## config.mk

```make
export PLATFORM = sky130hd
export DESIGN_NAME = mux_n_arb_reg
export DESIGN_NICKNAME = d
export VERILOG_FILES = /design/src/rtl/mux_n_arb_reg.sv
export SDC_FILE = /design/constraint.sdc
export NUM_CORES = 1
export LEC_CHECK = 0
export CAP_MARGIN = 20
export CELL_PAD_IN_SITES_DETAIL_PLACEMENT = 1
export CELL_PAD_IN_SITES_GLOBAL_PLACEMENT = 2
export CORE_MARGIN = 4
export CORE_UTILIZATION = 19
export CTS_CLUSTER_DIAMETER = 30
export DETAILED_ROUTE_END_ITERATION = 6
export GPL_TIMING_DRIVEN = 0
export PLACE_DENSITY_LB_ADDON = 0.08
export SKIP_CTS_REPAIR_TIMING = 1
export SLEW_MARGIN = 15
export SYNTH_ARGS = -nofsm -noshare
export SYNTH_HDL_FRONTEND = slang
export SYNTH_SLANG_ARGS = --single-unit
```

## constraint.sdc

```tcl
create_clock -name clock -period 3 [get_ports clock]
set_clock_uncertainty 0.2 [all_clocks]
set_input_delay 0.45 -clock clock [delete_from_list [all_inputs] [get_ports clock]]
set_output_delay 0.45 -clock clock [all_outputs]
set_load 0.1 [all_outputs]
```

## src/rtl/mux_n_arb_reg.sv

```systemverilog
// N-channel registered mux with request/grant handshake, fixed or round-robin arbitration and a valid/ready output.
// Optional build macro: MUX_ARB_TRISTATE_EN (enable low tri-states mux_out and hides out_valid).
module mux_n_arb_reg #(
  parameter int unsigned WIDTH    = 32,
  parameter int unsigned CHANNELS = 4,
  parameter int unsigned SEL_W    = 2
) (
  input  logic                      clock,
  input  logic                      reset_b,
  input  logic                      enable,
  input  logic                      mode,
  input  logic [SEL_W-1:0]          select,
  input  logic [CHANNELS-1:0]       req,
  input  logic [CHANNELS*WIDTH-1:0] data_in,
  output logic [CHANNELS-1:0]       grant,
  output logic [WIDTH-1:0]          mux_out,
  output logic [SEL_W-1:0]          out_sel,
  output logic                      out_valid,
  input  logic                      out_ready
);

  typedef enum logic {EMPTY = 1'b0, FULL = 1'b1} state_t;

  state_t             state_q, state_d;
  logic [WIDTH-1:0]   data_q, data_d;
  logic [SEL_W-1:0]   sel_q, sel_d;
  logic [SEL_W-1:0]   rr_q, rr_d;
  logic               valid_vis;
  logic               can_load;
  logic               gnt_vld;
  logic [SEL_W-1:0]   gnt_idx;
  logic [SEL_W-1:0]   idx;
  logic [WIDTH-1:0]   load_data;

  // Visible output view of the register; the tristate build hides it while enable is low
`ifdef MUX_ARB_TRISTATE_EN
  assign valid_vis = (state_q == FULL) & enable;
  assign mux_out   = enable ? data_q : {WIDTH{1'bz}};
`else
  assign valid_vis = (state_q == FULL);
  assign mux_out   = data_q;
`endif

  assign out_valid = valid_vis;
  assign out_sel   = sel_q;
  assign can_load  = enable & (~valid_vis | out_ready);

  // Arbitration: fixed candidate or first requester after rr_q, wrapping
  always_comb begin
    gnt_vld = 1'b0;
    gnt_idx = '0;
    idx     = '0;
    if (!mode) begin
      if ((32'(select) < CHANNELS) && req[select]) begin
        gnt_vld = 1'b1;
        gnt_idx = select;
      end
    end else begin
      for (int unsigned i = 1; i <= CHANNELS; i++) begin
        idx = SEL_W'((32'(rr_q) + i) % CHANNELS);
        if (!gnt_vld && req[idx]) begin
          gnt_vld = 1'b1;
          gnt_idx = idx;
        end
      end
    end
    gnt_vld = gnt_vld & can_load & reset_b;
  end

  assign grant = gnt_vld ? (CHANNELS'(1) << gnt_idx) : '0;

  always_comb begin
    load_data = '0;
    for (int unsigned k = 0; k < CHANNELS; k++) begin
      if (gnt_idx == SEL_W'(k)) load_data = data_in[k*WIDTH +: WIDTH];
    end
  end

  // Next-state: grant loads (even while draining), otherwise a drain empties
  always_comb begin
    state_d = state_q;
    data_d  = data_q;
    sel_d   = sel_q;
    rr_d    = rr_q;
    if (gnt_vld) begin
      state_d = FULL;
      data_d  = load_data;
      sel_d   = gnt_idx;
      if (mode) rr_d = gnt_idx;
    end else if (valid_vis && out_ready) begin
      state_d = EMPTY;
    end
  end

  always_ff @(posedge clock or negedge reset_b) begin
    if (!reset_b) begin
      state_q <= EMPTY;
      data_q  <= '0;
      sel_q   <= '0;
      rr_q    <= SEL_W'(CHANNELS - 1);
    end else begin
      state_q <= state_d;
      data_q  <= data_d;
      sel_q   <= sel_d;
      rr_q    <= rr_d;
    end
  end

endmodule

```

* Word-level counts from Yosys, hierarchy flattened
Cells that the tools add are included.
** Word-level totals
- Register bits :: 37
- Input bits :: 139
** Cells by class
- Add/sub/neg operators :: 4
- Order comparisons :: 5
- Equality and inequality tests :: 3
- Shift-type cells :: 1
- Muxes and demuxes :: 32
- Bitwise logic cells :: 5
- Reductions and logical operators :: 10
** Operators by type and width (number)
- 32-bit two-way mux :: 4
- 1-bit two-way mux :: 16
- 2-bit by 3-bit less-than comparator with 1-bit output, second input constant :: 5
- 2-bit two-way mux :: 6
- 1-bit binary-select mux with 2-bit select :: 5
- 2-bit by 1-bit adder with 2-bit output, second input constant :: 2
- 2-bit adder, second input constant :: 2
- 2-bit equality test, second input constant :: 2
- 1-bit logical AND :: 4
- 4-bit two-way mux :: 1
- 1-bit by 2-bit left shift with 4-bit output, first input constant :: 1
- 1-bit bitwise AND :: 3
- 1-bit zero test :: 3
- 2-bit by 1-bit equality test with 1-bit output, second input constant :: 1
- 2-bit zero test :: 1
- 2-bit AND reduction :: 1
- 2-bit nonzero test :: 1
- 1-bit NOT :: 1
- 1-bit bitwise OR :: 1

* Depth between registers and ports, before layout
- Depth after elaboration :: 22
- Mapped depth :: 8

* Worst setup path after synthesis
OpenSTA, ideal clock, no wires.
- Kind :: reg2out
- Start :: register state_q (netlist: out_valid)
- End :: output grant[3]
- Data arrival time :: 3081 ps
- Required time :: 2350 ps
- Setup slack :: -731 ps
- Stages on the path, launching flop included :: 7
- Path buffers :: 1
- Path through :: dfrtp_1 nand2b_1 and3_1 o31a_1 buf_2 nand2_1 a21oi_1
** On the way
- Longest elaborated chain between the ends :: 6
** Ends and longest elaborated chain
- from (decl) :: RTL line 24 : state_t state_q, state_d;
- from (signal assigned) :: RTL line 102 : state_q <= state_d;
- 1-bit NOT :: RTL line 46 : assign can_load = enable & (~valid_vis | out_ready);
- 1-bit bitwise OR :: RTL line 46
- 1-bit bitwise AND :: RTL line 46
- 1-bit bitwise AND (2 in series) :: RTL line 67 : gnt_vld = gnt_vld & can_load & reset_b;
- 4-bit two-way mux :: RTL line 70 : assign grant = gnt_vld ? (CHANNELS'(1) << gnt_idx) : '0;
- to (decl) :: RTL line 15 : output logic [CHANNELS-1:0] grant,
Every way passes these cells.

* Worst setup path after layout
- Start :: register rr_q[0]
- End :: output grant[2]
** On the way
- Longest elaborated chain between the ends :: 20
** Ends and longest elaborated chain
- from (decl) :: RTL line 27 : logic [SEL_W-1:0] rr_q, rr_d;
- from (signal assigned) :: RTL line 100 : rr_q <= SEL_W'(CHANNELS - 1);
- from (signal assigned) :: RTL line 105 : rr_q <= rr_d;
- 2-bit by 1-bit adder with 2-bit output :: RTL line 60 : idx = SEL_W'((32'(rr_q) + i) % CHANNELS);
- 1-bit binary-select mux with 2-bit select :: RTL line 61 : if (!gnt_vld && req[idx]) begin
- 1-bit two-way mux (implied by the code) :: RTL line 61
- 1-bit two-way mux :: RTL line 61
- 1-bit two-way mux :: RTL line 53 : if (!mode) begin
- 1-bit zero test :: RTL line 61
- 1-bit logical AND :: RTL line 61
- 1-bit two-way mux :: RTL line 61
- [3 not listed]
- 1-bit two-way mux :: RTL line 61
- 1-bit two-way mux :: RTL line 53
- 1-bit zero test :: RTL line 61
- 1-bit logical AND :: RTL line 61
- 1-bit two-way mux :: RTL line 61
- 1-bit two-way mux :: RTL line 53
- 1-bit bitwise AND (2 in series) :: RTL line 67
- 4-bit two-way mux (*) :: RTL line 70
Mark *: on every way between the ends. The rest lies on a longest branch, timed or not. The select of a mux whose other input is x is not followed.

==> metrics.txt <==
status=complete, no violations; final setup violation count=0; maximum clock frequency=0.351 GHz; antenna violations before repair=0; Worst Path Required=2.35 ns; Finished Cell Area=0.00491 mm²; number of diodes=0; P&R area growth vs syn=95.8%; Max clock buf depth=2; cell area after synthesis=0.00251 mm²; Yosys warning count=0; Main synth FF type=dfrtp_1; die area=0.0151 mm²; Final nets=576; core area=0.0128 mm²; r2r worst-path depth=8; Crit Path Max Fanout=10; Post-Route WL=11400 µm; Die X=123 µm; Vias=2774; count of input and output buffers=177; GR Overflow Total=0; Syn Inst Count=241; CTS tree=done; syn_nets=380; number of global-route vias before repair=3051; measured slew at the worst slew-check pin=1.02 ns; crit start category=register; Slew Viols, Final=0; CP Launch Point=rr_q[0]; Worst Slack Setup Final=0.153 ns; PwrDens=815 mW/mm²; GRT Total Usage=14.8%; fin crit period=2.85 ns; Post-synth EDFFs=0; register area share after synthesis=37.0%; GP Congestion=0.752; FILL cells=1422; placed insts=591; peak supply drop=0.283 mV; Total Power=4.00 mW; Vias/cell=4.56; Max-Cap Viols=0; post-route ant nets=0; post-place instance area=0.00453 mm²; worst r2r src=rr_q[1]; setup TNS=0 ns; post-route insts no fill=609; Starting Density=19.6%; clock sinks=37; Clock H-tree levels=2; clock-pin slew on the worst setup and hold paths=0.06 ns; clk_lat worst skew=0.28 ns; largest net degree at the start of global routing=24; fraction of layout cells with a size suffix above 1=16.5%; row cnt=41; Pleak=1.99 nW; Hold Path Class=in2async; Root Buffer=clkbuf_16; total CTS buffers=5; crit end category=primary output; first-pass detailed-route iteration total=4; final period utilization=94.9%; pre-CTS WS=-1.42 ns; #FFs+latches synth=37; Syn Area/Cell=10.4 µm²; ys async rst share=100%; post-synth cell types=42; first-pass GRT wire length=17300 µm; Worst EP arrival=2.20 ns; Detailed Place HPWL=8800 µm; slew margin rel.=31.5%; IO Pins=178; DRC viols=0; critical path class=reg2out; Die Y=123 µm; Fin. Hold Viols=0; DR WL/cell=18.6 µm; drt initial violations=48
## state kept, by name, summed over array words and instances (netlist names)
name / count
mux_out: 32
out_sel: 2
rr_q: 2
out_valid: 1
## synth_stat cells (2+ instances only)
library cell | count | area, µm²
a211o_1 | 2 | 17.5
a211oi_1 | 2 | 15.0
a21oi_1 | 2 | 10.0
buf_12 | 2 | 40.0
buf_2 | 5 | 25.0
buf_6 | 4 | 45.0
clkbuf_1 | 3 | 11.3
dfrtp_1 | 35 | 876
dfstp_2 | 2 | 52.6
inv_1 | 3 | 11.3
mux2_1 | 3 | 33.8
mux2_2 | 7 | 78.8
mux2i_1 | 48 | 480
nand2_1 | 28 | 105
nand2_4 | 3 | 33.8
nand2b_1 | 5 | 31.3
nand3_1 | 18 | 90.1
nand3_2 | 2 | 20.0
nor2_1 | 4 | 15.0
nor2b_1 | 2 | 12.5
o21a_1 | 2 | 15.0
o21ai_0 | 10 | 50.1
o221a_1 | 2 | 22.5
o221a_2 | 7 | 78.8
o221ai_1 | 23 | 201
## metal layers
metal	up-vias	global-route usage, %	wire length [µm]
li1	1323	-	-
met2	116	24.6	5410
met4	0	3.36	84
met3	5	6.13	1220
met1	1330	17.8	4630
met5	-	0	0
## cell families after synthesis
logic type      after synthesis  synth area share [%]
flops                        37                  37.0
compound gates               61                  20.3
simple gates                 67                  13.6
buf+inv                      18                  5.44
mux                          58                  23.7
## stage by stage
step / utilization, % / hold slack, ns
detailed placement: 35.5 / 0.214
CTS: 36.7 / -0.0932
floorplan: - / -0.0456
finish: 38.4 / 0.00706
global placement: 35.4 / 0.261
global route: 38.4 / 0.0161
## path summary, 6_finish.rpt
kind / endpoint / slack [ns]
hold reg to reg: mux_out[23] / 0.28
max in group asynchronous: mux_out[28] / 1.50
setup / recovery: grant[2] / 0.15
hold / removal: mux_out[22] / 0.007
setup reg to reg: mux_out[15] / 0.56
min in group clock: mux_out[23] / 0.28
## power breakdown
group,internal [mW],switching [mW],leakage (nW)
registers,0.685,0.106,0.443
clock network,0.386,0.208,0.0797
logic,0.823,1.79,1.47
total,1.89,2.11,1.99
## critical path, stage by stage, from the launching register on
cell     delay (ns)
dfstp_2        0.57
o31ai_1        0.08
o21a_1         0.21
a211o_4        0.38
nand2_8        0.12
nand2_8        0.10
buf_6          0.16
nor2_4         0.10
buf_12         0.18
## area by class of cell
type	instances	area, µm²	area share [%]
timing repair buffer	190	1940	39.4
multi-input combinational	186	1540	31.4
sequential	37	928	18.9
tap	172	215	4.38
clock buffer	5	125	2.55
buffer	14	119	2.42
clock inverter	2	35.0	0.714
inverter	3	11.3	0.229
## cells in the final DEF, fill, tap and decap left out, drive strengths merged, types with 4 or more instances in the layout
cell / count
clkdlybuf4s50: 166
mux2i: 48
dfrtp: 35
nand2: 31
buf: 28
o221ai: 23
nand3: 20
o21ai: 11
mux2: 10
o221a: 9
clkbuf: 8
dlymetal6s2s: 6
nand2b: 5
nor2: 4
(Power assumes the default switching activity.)
